### config.mk
export PLATFORM = sky130hd
export DESIGN_NAME = countdown_timer
export DESIGN_NICKNAME = d
export VERILOG_FILES = /design/src/rtl/countdown_timer.sv
export SDC_FILE = /design/constraint.sdc
export NUM_CORES = 1
export LEC_CHECK = 0
export CELL_PAD_IN_SITES_DETAIL_PLACEMENT = 0
export CELL_PAD_IN_SITES_GLOBAL_PLACEMENT = 1
export CORE_MARGIN = 5
export CORE_UTILIZATION = 45
export CTS_CLUSTER_SIZE = 16
export DETAILED_ROUTE_END_ITERATION = 10
export GPL_TIMING_DRIVEN = 0
export PLACE_DENSITY_LB_ADDON = 0.1
export REMOVE_ABC_BUFFERS = 1
export SYNTH_ARGS = -nofsm -noshare
export SYNTH_HDL_FRONTEND = slang
export SYNTH_SLANG_ARGS = --single-unit
export TNS_END_PERCENT = 100
### constraint.sdc
create_clock -name clk -period 2.8 [get_ports clk]
set_input_delay 0.28 -clock clk [delete_from_list [all_inputs] [get_ports clk]]
set_output_delay 0.28 -clock clk [all_outputs]
set_load 0.01 [all_outputs]
### src/rtl/countdown_timer.sv
// Prescaled loadable down-counter: start loads load_val, ticks every PRESCALE cycles, one-cycle tc at terminal count.
// Latency: count shows load_val one edge after start; no backpressure, pause freezes count and prescaler.
module countdown_timer #(
    parameter int N        = 8,
    parameter int PRESCALE = 50000000,
    parameter int PW       = 26
) (
    input  logic         clk,
    input  logic         clear,
    input  logic         start,
    input  logic         pause,
    input  logic         abort,
    input  logic         auto_reload,
    input  logic [N-1:0] load_val,
    output logic [N-1:0] count,
    output logic         tc,
    output logic         busy,
    output logic [1:0]   state
);

    typedef enum logic [1:0] {
        S_IDLE   = 2'd0,
        S_RUN    = 2'd1,
        S_PAUSED = 2'd2,
        S_DONE   = 2'd3
    } state_t;

    localparam logic [PW-1:0] PRE_LAST = PW'(PRESCALE - 1);
    localparam logic [N-1:0]  ONE      = N'(1);

    state_t        state_q;
    logic [N-1:0]  count_q;
    logic [PW-1:0] presc_q;
    logic          tc_q;
    logic          tick;

    assign tick = (presc_q == PRE_LAST);

    always_ff @(posedge clk or negedge clear) begin
        if (!clear) begin
            state_q <= S_IDLE;
            count_q <= '0;
            presc_q <= '0;
            tc_q    <= 1'b0;
        end else begin
            tc_q <= 1'b0;
            if (abort) begin
                state_q <= S_IDLE;
                count_q <= '0;
                presc_q <= '0;
            end else if (start) begin
                presc_q <= '0;
                if (load_val == '0) begin
                    count_q <= '0;
                    tc_q    <= 1'b1;
                    state_q <= S_DONE;
                end else begin
                    count_q <= load_val;
                    state_q <= S_RUN;
                end
            end else begin
                case (state_q)
                    S_RUN: begin
                        // pause is checked before tick so a coinciding tick is dropped, not deferred
                        if (pause) begin
                            state_q <= S_PAUSED;
                        end else if (tick) begin
                            presc_q <= '0;
                            if (count_q > ONE) begin
                                count_q <= count_q - ONE;
                            end else if (count_q == ONE) begin
                                tc_q <= 1'b1;
                                if (auto_reload && (load_val != '0)) begin
                                    count_q <= load_val;
                                end else begin
                                    count_q <= '0;
                                    state_q <= S_DONE;
                                end
                            end else begin
                                state_q <= S_DONE;
                            end
                        end else begin
                            presc_q <= presc_q + PW'(1);
                        end
                    end
                    S_PAUSED: begin
                        if (!pause) begin
                            state_q <= S_RUN;
                        end
                    end
                    default: begin
                    end
                endcase
            end
        end
    end

    assign count = count_q;
    assign tc    = tc_q;
    assign state = state_q;
    assign busy  = (state_q == S_RUN) || (state_q == S_PAUSED);

endmodule

Word level (Yosys, flattened, before mapping)
Index checks and enable logic that the tools add are counted.
{ "totals": {"register_bits": 37, "input_bits": 14, "output_inout_bits": 12, "word_cells": 59} }
{ "op_classes": {"addsub": 2, "n_lt_le_gt_ge": 1, "n_eq_ne": 9, "mux": 32, "reduce_logical": 11} }
{ "op_table": {"columns": ["cell", "count"], "rows": [
  ["26-bit two-way mux", 5],
  ["8-bit two-way mux", 9],
  ["26-bit by 1-bit adder with 26-bit output, second input constant", 1],
  ["26-bit == test, second input constant", 1],
  ["2-bit two-way mux", 9],
  ["5-bit inequality test, second input constant", 2],
  ["8-bit by 1-bit == test with 1-bit output, second input constant", 1],
  ["8-bit by 1-bit greater-than comparator with 1-bit output, second input constant", 1],
  ["8-bit zero test", 1],
  ["1-bit two-way mux", 8],
  ["4-bit nonzero test", 2],
  ["8-bit nonzero test", 1],
  ["8-bit by 1-bit subtractor with 8-bit output, second input constant", 1],
  ["6-bit inequality test, second input constant", 1],
  ["3-bit nonzero test", 2],
  ["5-bit AND reduction", 1],
  ["4-bit inequality test, second input constant", 1],
  ["2-bit one-hot mux with 2 select lines", 1],
  ["4-bit AND reduction", 1],
  ["3-bit by 2-bit inequality test with 1-bit output, second input constant", 1],
  ["2-bit by 1-bit == test with 1-bit output, second input constant", 1],
  ["2-bit == test, second input constant", 1],
  ["2-bit AND reduction", 1],
  ["1-bit logical AND", 1],
  ["1-bit logical OR", 1]
]} }

Logic depth before layout (Yosys ltp)
Gate-level depths: netlist (run 1).
{ "logic_depth": {"ltp_word": 10, "depth_mapped": 8, "ltp_nobuf": 7} }

Least setup slack after synthesis (run 1)
No wires, ideal clock.
{ "synth_path": {"path_type": "register to register", "from": "register count_q[0], in the netlist count[0]", "to": "register count_q[1], in the netlist count[1]", "setup_time_ns": 0.139, "arrival_time_ns": 1.797, "t_required_ns": 2.661, "setup_slack_ns": 0.864, "stages_incl_launch_ff": 8, "path_buffers": 0, "synth_period_minus_slack_ns": 1.936, "cell_sequence": "dfrtp_1 inv_1 ha_1 nor3b_1 a31o_2 o31a_2 a221oi_1 a211oi_1"} }
{ "synth_via": {"elab_chain_cells": 7, "word_cells_on_any_way": 11, "classes_between": "add/sub: 1; order compare: 1; eq/ne: 1; mux: 6; reduce/logical: 2"} }
{ "synth_rtl": {"columns": ["element", "line_no", "source"], "rows": [
  ["from (decl)", "32", "logic [N-1:0] count_q;"],
  ["from (signal assigned)", "58", "count_q <= load_val;"],
  ["from (signal assigned)", "70", "count_q <= count_q - ONE;"],
  ["from (signal assigned)", "74", "count_q <= load_val;"],
  ["8-bit by 1-bit subtractor with 8-bit output or 8-bit by 1-bit greater-than comparator with 1-bit output (tied branches)", "70, 69", null],
  ["8-bit two-way mux", "69", "if (count_q > ONE) begin"],
  ["8-bit two-way mux", "67", "end else if (tick) begin"],
  ["8-bit two-way mux", "65", "if (pause) begin"],
  ["8-bit two-way mux", "62", "case (state_q)"],
  ["8-bit two-way mux", "51", "end else if (start) begin"],
  ["8-bit two-way mux", "47", "if (abort) begin"]
]} }
Parallel ways exist; a longest one is shown, timed or not. The select of a mux whose other input is x is not followed.
A chain may end at the register's enable or synchronous reset.

Worst setup path in the final report (run 1)
{ "layout_path": {"from": "input start", "to": "register presc_q[25]"} }
{ "layout_via": {"elab_chain_cells": 2, "word_cells_on_any_way": 5, "classes_between": "eq/ne: 1; mux: 2; reduce/logical: 2"} }
{ "layout_rtl": {"columns": ["element", "line_no", "source"], "rows": [
  ["from (decl)", "10", "input logic start,"],
  ["3-bit by 2-bit inequality test with 1-bit output (no line), or another cell as far along", null, null],
  ["2-bit AND reduction (no line) or 26-bit two-way mux (tied branches)", null, null],
  ["to (signal assigned)", "83", "presc_q <= presc_q + PW'(1);"],
  ["to (decl)", "33", "logic [PW-1:0] presc_q;"]
]} }
Parallel ways exist; a longest one is shown, timed or not.

==> results of run 1 <==
[worst max path at each step]
stage | end | slack, ns | depth (start not counted)
final | presc_q[25] | 0.35 | 6
after global routing | presc_q[22] | 0.19 | 6
after CTS | presc_q[25] | 0.36 | 6
after detailed placement | presc_q[25] | 0.05 | 6
after global placement | presc_q[25] | 0.07 | 6
after floorplan | count[1] | 0.87 | 7
[where the power goes]
| part | switching, mW | leakage (nW) | internal, mW |
|---|---|---|---|
| logic | 0.118 | 0.479 | 0.0977 |
| clock network | 0.190 | 0.0540 | 0.259 |
| registers | 0.0196 | 0.509 | 0.547 |
[Yosys cell counts (all sizes together), types with 2 or more instances]
library cell | count | area [sq um]
nor3 | 8 | 51.3
ha | 5 | 62.6
xor2 | 18 | 158
a21boi | 2 | 18.8
a2111o | 4 | 45.0
and2 | 3 | 18.8
xnor2 | 6 | 52.6
nor4 | 4 | 40.0
a221oi | 3 | 26.3
a21oi | 8 | 40.0
a31oi | 4 | 25.0
a211oi | 4 | 47.5
buf | 6 | 36.3
nand2b | 2 | 12.5
and3 | 2 | 12.5
a22oi | 3 | 22.5
or3 | 2 | 12.5
o31ai | 5 | 37.5
inv | 12 | 45.0
nand2 | 10 | 37.5
mux2 | 3 | 33.8
nor3b | 2 | 15.0
dfrtp | 37 | 926
nor4b | 2 | 23.8
nand4 | 12 | 81.3
and4 | 6 | 53.8
nand3 | 14 | 75.1
nor2 | 27 | 104
o21ai | 6 | 30.0
nor2b | 2 | 12.5
clkbuf | 3 | 12.5
[layout make-up]
| type | count | area, sq um | share of cell area |
|---|---|---|---|
| Clock buffer | 5 | 68.8 | 0.0261 |
| Clock inverter | 2 | 35.0 | 0.0133 |
| Inverter | 12 | 45.0 | 0.0171 |
| Multi-Input combinational cell | 176 | 1230 | 0.467 |
| Sequential cell | 37 | 926 | 0.351 |
| Tap cell | 67 | 83.8 | 0.0318 |
| Timing Repair Buffer | 25 | 245 | 0.0931 |
[flip-flops by register name, indices dropped and copies added (netlist names)]
signal	flops
tc	1
presc_q	26
state	2
count	8
[logic make-up (layout without fill, tap and decap cells)]
group / after synthesis / count (layout) / synth area share
multiplexers: 3 / 3 / 0.0150
flip-flops: 37 / 37 / 0.411
XOR/XNOR: 24 / 24 / 0.0934
AND/OR/NAND/NOR: 99 / 99 / 0.257
adder cells (fa/ha/maj): 5 / 5 / 0.0278
AO/OA/AOI/OAI: 45 / 45 / 0.154
buffers and inverters: 21 / 44 / 0.0417
[metal layers]
| metal | part of all wire | vias up |
|---|---|---|
| met1 | 0.52 | 876 |
| met2 | 0.44 | 25 |
| met5 | 0 | - |
| met4 | 0.011 | 0 |
| li1 | - | 904 |
| met3 | 0.028 | 5 |
[stage by stage]
step / cells / util / power [mW] / setup WS [ns]
after floorplan: 225 / - / 0.694 / 0.871
after global placement: 317 / 0.530 / 0.795 / 0.0721
after detailed placement: 317 / 0.529 / 0.792 / 0.0538
after CTS: 324 / 0.551 / 1.25 / 0.355
after global routing: 324 / 0.551 / 1.29 / 0.195
final: 324 / 0.551 / 1.23 / 0.354
==> reports/qor.yml, run 1 <==
run_status:
  status: "finished clean"
synthesis:
  syn-cell-area_sq_um: 2250
  synth.distinct_cells: 53
  synth-seq-area-share: 0.411
  synth_warnings: 0
  syn_inst: 234
  synth-edff-count: 0
  ys_dominant_reg_cell: "dfrtp_1"
  ys_ff_latch: 37
  ys_async_sr_fraction: 1.00
  syn_area_per_cell_sq_um: 9.62
drt:
  wirelength_mm: 4.99
  post_drt_via_cell_ratio: 5.59
  vias: 1810
  wl_per_cell_microns: 15.4
  drc: 0
  drt-pass1-iter-count: 4
  ant_nets: 0
  drt_iter0_markers: 74
die:
  placementRows: 25
  die-width_microns: 80.7
  pin_count: 26
  die_h_microns: 80.7
  start_util: 0.470
  dieArea_sq_um: 6520
  fp.coreArea_sq_um: 4790
grt:
  antenna_found_initial: 0
  use_met3: 0.0392
  grt_pass1_wl_mm: 8.59
  overflow: 0
  grt_max_degree: 38
  grt_pass1_vias: 1829
  top_usage_layer: "met2"
  use_met1: 0.238
  use_met2: 0.259
  grt_usage: 0.169
worst_setup_path:
  critPathLaunchType: "input pin"
  cpPeakStageDelay_ns: 0.89
  crit_type: "input pin to flip-flop"
  worstReg2RegEnd: "presc_q[17]"
  r2r_slack_ns: 0.44
  crit_start: "start"
  rr_worst_depth: 6
  crit_fanout: 17
  arrival_ns: 2.65
  rr_startpoint: "presc_q[0]"
  end_kind: "flip-flop"
  crit_slowest_cell: "clkdlybuf4s50_1"
  cp_top_family: "buffers and inverters"
  path_buf_inv: 1
  crit_chain: "clkdlybuf4s50_1 > nor2_2 > a211oi_4 > nand3_2 > or3_1 > a21oi_1"
  cp.required_ns: 3.00
sta:
  period_needed_ns: 2.45
  finalCritPeriodShare: 0.874
  finalSetupViolations: 0
  final_hold_viol_count: 0
  rsz0062_at_grt: "no"
  hold_slack_ns: 0.0892
  fmax_mhz: 409
  maxSlewViolCount: 0
  max_slew_margin: 0.397
  worstMarginPinSlew_ns: 0.905
  fin_tns_setup_ns: 0
  clock_skew_ns: 0.00661
min_path:
  hp-class: "input pin to async pin"
clock_tree:
  cts_resized: 0
  cts_sinks: 37
  cts_max_level: 2
  clkSlewWorstSetupHoldPaths_ns: 0.08
  cts_buffers: 5
  insertion_delay_ns: 0.29
  cts_root_buf: "clkbuf_8"
  holdBufCountCts: 0
  tritoncts: "yes"
  clockBufferDepth: 2
  cts_setup_buffers: 0
place:
  placed_area_sq_um: 2530
  dp_hpwl_mm: 3.41
  gp_congestion: 0.756
  port_buffers: 25
finish:
  drive_gt1_frac: 0.101
  fin_area_sq_um: 2640
  fillers: 455
  fin_nets: 276
  n_antenna_cell: 0
  synthToLayoutAreaGrowth_pct: 17.1
  final_common_cell: "dfrtp_1"
  final_cell_mix: "dfrtp_1 (37), nor2_1 (26), clkdlybuf4s50_1 (24)"
power:
  powerDensity_nw_per_um2: 468
  ir_drop_v: 0.000296
  p_leak_nw: 1.04
run:
  maxCapViolCount: 0
(Power assumes the default switching activity.)
==> run 2, diff against run 1 <==
Settings changed: CORE_MARGIN 5 to 2, MAX_ROUTING_LAYER set to met4.
==> run 2 against run 1 <==
Effect of this change: wire length is 0.18% higher; clock-buffer cell count is 1 higher; total power is 6.8% lower; combinational power hardly changed; setup slack better by 0.032 ns; register-to-register slack hardly changed; flip-flop and latch count stayed put; design area is 0.81% lower; global-route usage is 4.1 points higher; clock power is 18% lower; core utilization is 0.44 points lower; sequential power hardly changed; critical endpoint unchanged; highest routed layer unchanged.
==> reports/qor.yml, run 2 (synthesis results as in run 1) <==
grt:
  grt_usage: 0.209  # +0.0406
  antenna_found_initial: 0  # unchanged
  grt_max_degree: 38  # unchanged
  grt_pass1_wl_mm: 8.58  # about the same
  overflow: 0  # unchanged
  grt_pass1_vias: 1755  # -4.0%
clock_tree:
  insertion_delay_ns: 0.29  # about the same
  cts_max_level: 2  # unchanged
  cts_buffers: 5  # unchanged
  cts_setup_buffers: 0  # unchanged
  cts_resized: 0  # unchanged
  cts_sinks: 37  # unchanged
  cts_root_buf: "clkbuf_8"
  holdBufCountCts: 0  # unchanged
  clkSlewWorstSetupHoldPaths_ns: 0.07  # about the same
  tritoncts: "yes"
  clockBufferDepth: 2  # unchanged
sta:
  finalCritPeriodShare: 0.862  # -0.0114
  finalSetupViolations: 0  # unchanged
  fin_tns_setup_ns: 0  # unchanged
  period_needed_ns: 2.41  # -0.0320 ns
  rsz0062_at_grt: "no"
  worstMarginPinSlew_ns: 0.926  # +0.0216 ns
  clock_skew_ns: 0.00468  # -0.00193 ns
  final_hold_viol_count: 0  # unchanged
  maxSlewViolCount: 0  # unchanged
  fmax_mhz: 414  # +1.3%
  max_slew_margin: 0.382  # -0.0144
drt:
  post_drt_via_cell_ratio: 5.69  # +1.9%
  drc: 0  # unchanged
  wirelength_mm: 5.00  # +0.18%
  wl_per_cell_microns: 15.4  # -0.13%
  ant_nets: 0  # unchanged
  drt-pass1-iter-count: 4  # unchanged
  vias: 1850  # +2.2%
  drt_iter0_markers: 79  # +6.8%
finish:
  drive_gt1_frac: 0.101  # -0.000392
  largest_register_ffs: 26  # unchanged
  n_antenna_cell: 0  # unchanged
  multi_input_area_sq_um: 1230  # unchanged
  largest-register: "presc_q"
  final_common_cell: "dfrtp_1"
  fillers: 445  # -2.2%
  fin_nets: 276  # unchanged
  final_cell_mix: "dfrtp_1 (37), nor2_1 (26), clkdlybuf4s50_1 (24)"
  layout.area.seq_sq_um: 926  # unchanged
  final_cells: 325  # +0.31%
  synthToLayoutAreaGrowth_pct: 16.1
power:
  powerDensity_nw_per_um2: 439  # -6.1%
  clkPwrFrac: 0.319  # -0.046
  fin_total_pwr_mw: 1.15  # -6.8%
  internal_power_uw: 817  # -9.6%
  comb_power_share: 0.188  # +0.013
  power.switching_uw: 331  # +0.69%
  netSwitchingFraction: 0.288  # +0.0215
  p_leak_nw: 1.03  # -0.87%
  ir_drop_v: 0.000215  # -27%
  power.share.sequential: 0.494  # +0.034
worst_setup_path:
  crit_chain: "clkdlybuf4s50_1 > nor2_2 > a211oi_4 > nand3_2 > or3_1 > a21oi_1"
  rr_startpoint: "presc_q[0]"
  critPathLaunchType: "input pin"
  crit_type: "input pin to flip-flop"
  crit_slowest_cell: "clkdlybuf4s50_1"
  cpPeakStageDelay_ns: 0.90  # about the same
  end_kind: "flip-flop"
  rr_worst_depth: 6  # unchanged
  crit_start: "abort"
  crit_fanout: 17  # unchanged
  cp.required_ns: 3.01  # about the same
  r2r_slack_ns: 0.44  # about the same
  arrival_ns: 2.62  # -0.03 ns
  worstReg2RegEnd: "presc_q[4]"
run:
  maxCapViolCount: 0  # unchanged
place:
  dp.cells: 317  # unchanged
  port_buffers: 25  # unchanged
  gp_congestion: 0.811  # +7.3%
  dp_hpwl_mm: 3.37  # -1.1%
die:
  start_util: 0.470  # unchanged
  fp.coreArea_sq_um: 4790  # unchanged
  dieArea_sq_um: 5580  # -14%
  pin_count: 26  # unchanged
  die-width_microns: 74.7  # -7.4%
  placementRows: 25  # unchanged
  die_h_microns: 74.7  # -7.4%
min_path:
  hp-class: "input pin to async pin"
run_status:
  status: "finished clean"
==> run 2: area by class of cell <==
type / instances / area share
clock buffers: 6 / 0.0278
clock inverters: 2 / 0.00383
inverters: 12 / 0.0172
multi-input cells: 176 / 0.471
flip-flops and latches: 37 / 0.354
well taps: 67 / 0.0321
repair buffers: 25 / 0.0938
==> run 2: worst max path at each step <==
| stage | cells past startpoint | endpoint |
|---|---|---|
| after global placement | 6 | presc_q[25] |
| after floorplan | 7 | count[1] |
| after detailed placement | 6 | presc_q[25] |
| after CTS | 6 | presc_q[25] |
| final | 6 | presc_q[25] |
| after global routing | 6 | presc_q[25] |
==> run 2: worst max-delay path, delay by kind of cell <==
| family | cells | cell delay, ns |
|---|---|---|
| and+or+nand+nor | 3 | 0.73 |
| AOI/OAI and AO/OA | 2 | 0.71 |
| buffers and inverters | 1 | 0.90 |
==> run 2: power by group through the flow <==
stage	clock [mW]	combinational (mW)	sequential, mW
6_report	0.366	0.215	0.567
5_1_grt	0.407	0.241	0.569
4_1_cts	0.383	0.217	0.566
3_5_place_dp	0	0.215	0.577
3_3_place_gp	0	0.217	0.577
2_1_floorplan	0	0.115	0.579
==> run 2: stage by stage <==
step / utilization / setup WS, ns / cell area, sq um / hold slack [ns]
finish: 0.546 / 0.386 / 2610 / 0.0855
global route: 0.546 / 0.221 / 2610 / 0.163
CTS: 0.546 / 0.378 / 2610 / 0.116
detailed placement: 0.529 / 0.0647 / 2530 / 0.437
global placement: 0.530 / 0.0742 / 2540 / 0.515
floorplan: - / 0.871 / 2200 / -0.0156
==> run 2: layer usage <==
layer	part of all wire	global-route usage	routed length, microns	up-vias
li1	-	-	-	907
met1	0.49	0.307	2470	900
met2	0.45	0.284	2260	35
met3	0.038	0.0402	188	8
met4	0.017	0.0774	85	0
met5	0	-	0	-
==> run 3, diff against run 2 <==
Settings changed: ABC_AREA set to 1, CORE_UTILIZATION 45 to 44, MAX_ROUTING_LAYER met4 to not set.
==> run 3 against run 2 <==
Effect of this change: total power up 79%; setup slack gained 0.39 ns; critical path depth grew 2; non-clock buffer count stayed put; synthesized area grew 6.2%; die area increased by 8.1%; synthesized cell count increased by 49%; flip-flop and latch count unchanged; hold slack gained 0.0050 ns; largest power group is now combinational cells; critical endpoint is now presc_q[14].
==> reports/qor.yml, run 3 <==
die:
  fp.coreArea_sq_um: 5170  # +8.1%
  pin_count: 26  # unchanged
  die-width_microns: 77.7  # +4.0%
  die_h_microns: 77.7  # +4.0%
  dieArea_sq_um: 6040  # +8.1%
  start_util: 0.462  # -0.00830
  placementRows: 26  # +4.0%
sta:
  rsz0062_at_grt: "no"
  max_slew_margin: 0.426  # +0.0434
  fin_tns_setup_ns: 0  # unchanged
  final_hold_viol_count: 0  # unchanged
  finalCritPeriodShare: 0.725  # -0.138
  period_needed_ns: 2.03  # -0.386 ns
  setup_slack_ns: 0.771  # +0.386 ns
  maxSlewViolCount: 0  # unchanged
  worstMarginPinSlew_ns: 0.861  # -0.0651 ns
  fmax_mhz: 493  # +19%
  finalSetupViolations: 0  # unchanged
  clock_skew_ns: 0.00899  # +0.00430 ns
finish:
  synthToLayoutAreaGrowth_pct: 18.5
  final_cell_mix: "nand2_1 (101), nor2_1 (62), inv_1 (38)"
  largest_register_ffs: 26  # unchanged
  n_antenna_cell: 0  # unchanged
  drive_gt1_frac: 0.0633  # -0.0375
  largest-register: "presc_q"
  fin_nets: 397  # +44%
  final_common_cell: "nand2_1"
  fillers: 508  # +14%
place:
  pre_cts_ws_ns: 0.673  # +0.608 ns
  port_buffers: 25  # unchanged
  dp_hpwl_mm: 3.92  # +16%
  gp_congestion: 0.793  # -2.3%
grt:
  grt_pass1_vias: 2065  # +18%
  grt_pass1_wl_mm: 9.11  # +6.1%
  overflow: 0  # unchanged
  antenna_found_initial: 0  # unchanged
  grt_usage: 0.190  # -0.0187
  grt_max_degree: 38  # unchanged
min_path:
  hp-class: "input pin to async pin"
drt:
  wl_met3_microns: 163  # -13%
  post_drt_via_cell_ratio: 4.99  # -12%
  ant_nets: 0  # unchanged
  wl_per_cell_microns: 12.1  # -21%
  drt_iter0_markers: 85  # +7.6%
  highest_layer: "met4"
  vias: 2239  # +21%
  drt-met1-wl_mm: 2.57  # +4.1%
  wirelength_mm: 5.45  # +8.9%
  drt-pass1-iter-count: 4  # unchanged
  dr_wl_met2_mm: 2.62  # +16%
  drc: 0  # unchanged
worst_setup_path:
  crit_fanout: 18  # +1
  worstReg2RegEnd: "presc_q[14]"
  r2r_slack_ns: 0.77  # +0.33 ns
  critPathLaunchType: "flip-flop"
  rr_worst_depth: 8  # +2
  cp.required_ns: 2.94  # -0.07 ns
  rr_startpoint: "presc_q[1]"
  arrival_ns: 2.17  # -0.45 ns
  end_kind: "flip-flop"
  crit_start: "presc_q[1]"
  crit_type: "flip-flop to flip-flop"
synthesis:
  ys_top_cells_by_count: "nand2_1 (101), nor2_1 (62), inv_1 (38), dfrtp_1 (37), nand3_1 (25)"
  synth.distinct_cells: 31  # -42%
  synth_most_common_cell: "nand2_1"
  yosys.area_share.simple: 0.412  # +0.155
  synth_top_cell_by_area: "dfrtp_1"
  synth_compound_area_frac: 0.0707  # -0.0833
  synth_top_family_by_area: "simple AND/OR/NAND/NOR gates"
  synthAdderAreaFrac: 0.0262  # -0.00162
  syn_area_per_cell_sq_um: 6.85  # -29%
  synth_warnings: 0  # unchanged
  ys_async_sr_fraction: 1.00  # unchanged
  synthTopCellsByArea: "dfrtp_1 (39%), nand2_1 (16%), nor2_1 (9.7%), inv_1 (6.0%), nand3_1 (5.2%)"
  yosys.area.top_type_share: 0.387  # -0.0239
  syn-cell-area_sq_um: 2390  # +6.2%
  yosys.area_share.xor_xnor: 0.0330  # -0.0604
  synth-seq-area-share: 0.387  # -0.0239
  ys_dominant_reg_cell: "dfrtp_1"
  synth-edff-count: 0  # unchanged
  ys_ff_latch: 37  # unchanged
  syn_inst: 349  # +49%
  synth_mux_area_frac: 0  # -0.0150
clock_tree:
  cts_buffers: 5  # unchanged
  cts_max_level: 2  # unchanged
  clockBufferDepth: 2  # unchanged
  cts_sinks: 37  # unchanged
  clkSlewWorstSetupHoldPaths_ns: 0.08  # about the same
  holdBufCountCts: 0  # unchanged
  tritoncts: "yes"
  cts_setup_buffers: 0  # unchanged
  insertion_delay_ns: 0.29  # about the same
  cts_resized: 0  # unchanged
  cts_root_buf: "clkbuf_8"
power:
  p_leak_nw: 1.25  # +21%
  powerDensity_nw_per_um2: 724  # +65%
  ir_drop_v: 0.000489  # +130%
run_status:
  status: "finished clean"
run:
  maxCapViolCount: 0  # unchanged
run 3: cell count changes after synthesis, sizes merged, moves of 5 or more:
cell	previous run	this run
a21oi	8	14
and4	6	0
inv	12	39
nand2	10	107
nand3	14	26
nand4	12	7
nor2	27	66
nor3	8	14
o21ai	6	13
o31ai	5	0
xor2	18	6
run 3: where the power goes:
group / leakage, nW / internal [mW] / total, mW / switching (mW)
Combinational: 0.678 / 0.337 / 0.787 / 0.450
Sequential: 0.507 / 0.601 / 0.708 / 0.107
Clock: 0.0681 / 0.354 / 0.557 / 0.203
run 3: area by class of cell:
type / count / area [sq um] / area share
clock inverters: 3 / 65.1 / 0.0230
repair buffers: 25 / 245 / 0.0866
flip-flops and latches: 37 / 926 / 0.327
well taps: 70 / 87.6 / 0.0309
inverters: 39 / 146 / 0.0517
multi-input cells: 270 / 1290 / 0.457
clock buffers: 5 / 68.8 / 0.0243
run 3: critical path, cell delays in order, from the launching register on:
cell,delay [ns]
dfrtp_1,0.38
ha_1,0.19
inv_1,0.05
nor2_1,0.21
nand2_1,0.08
nor2_1,0.11
nand2_2,0.10
o21ai_2,0.64
nor2_1,0.12
run 3: routing by layer:
| layer | vias to the layer above | GRT usage |
|---|---|---|
| met2 | 45 | 0.334 |
| met4 | 0 | 0.0696 |
| met1 | 1020 | 0.231 |
| li1 | 1165 | - |
| met3 | 9 | 0.0360 |
| met5 | - | 0 |
run 3: per-stage QoR:
step	hold WS [ns]	instances	total power [mW]	util	instance area (sq um)
final	0.0905	449	2.05	0.548	2830
after global routing	0.151	449	2.19	0.548	2830
after CTS	0.117	449	2.07	0.548	2830
after detailed placement	0.447	441	1.49	0.522	2700
after global placement	0.501	441	1.49	0.523	2700
after floorplan	-0.0156	346	1.21	-	2370
run 3: how the worst max path moves through the flow:
stage | endpoint | slack [ns] | cells after the start
global route | presc_q[14] | 0.56 | 8
CTS | presc_q[14] | 0.74 | 8
finish | presc_q[14] | 0.77 | 8
floorplan | presc_q[19] | 1.12 | 11
detailed placement | presc_q[19] | 0.67 | 10
global placement | state[0] | 0.50 | 1
run 3: kinds of logic after synthesis:
logic type / Yosys count
xor+xnor: 9
compound gates: 31
flops: 37
buf+inv: 42
simple gates: 225
fa+ha+maj: 5
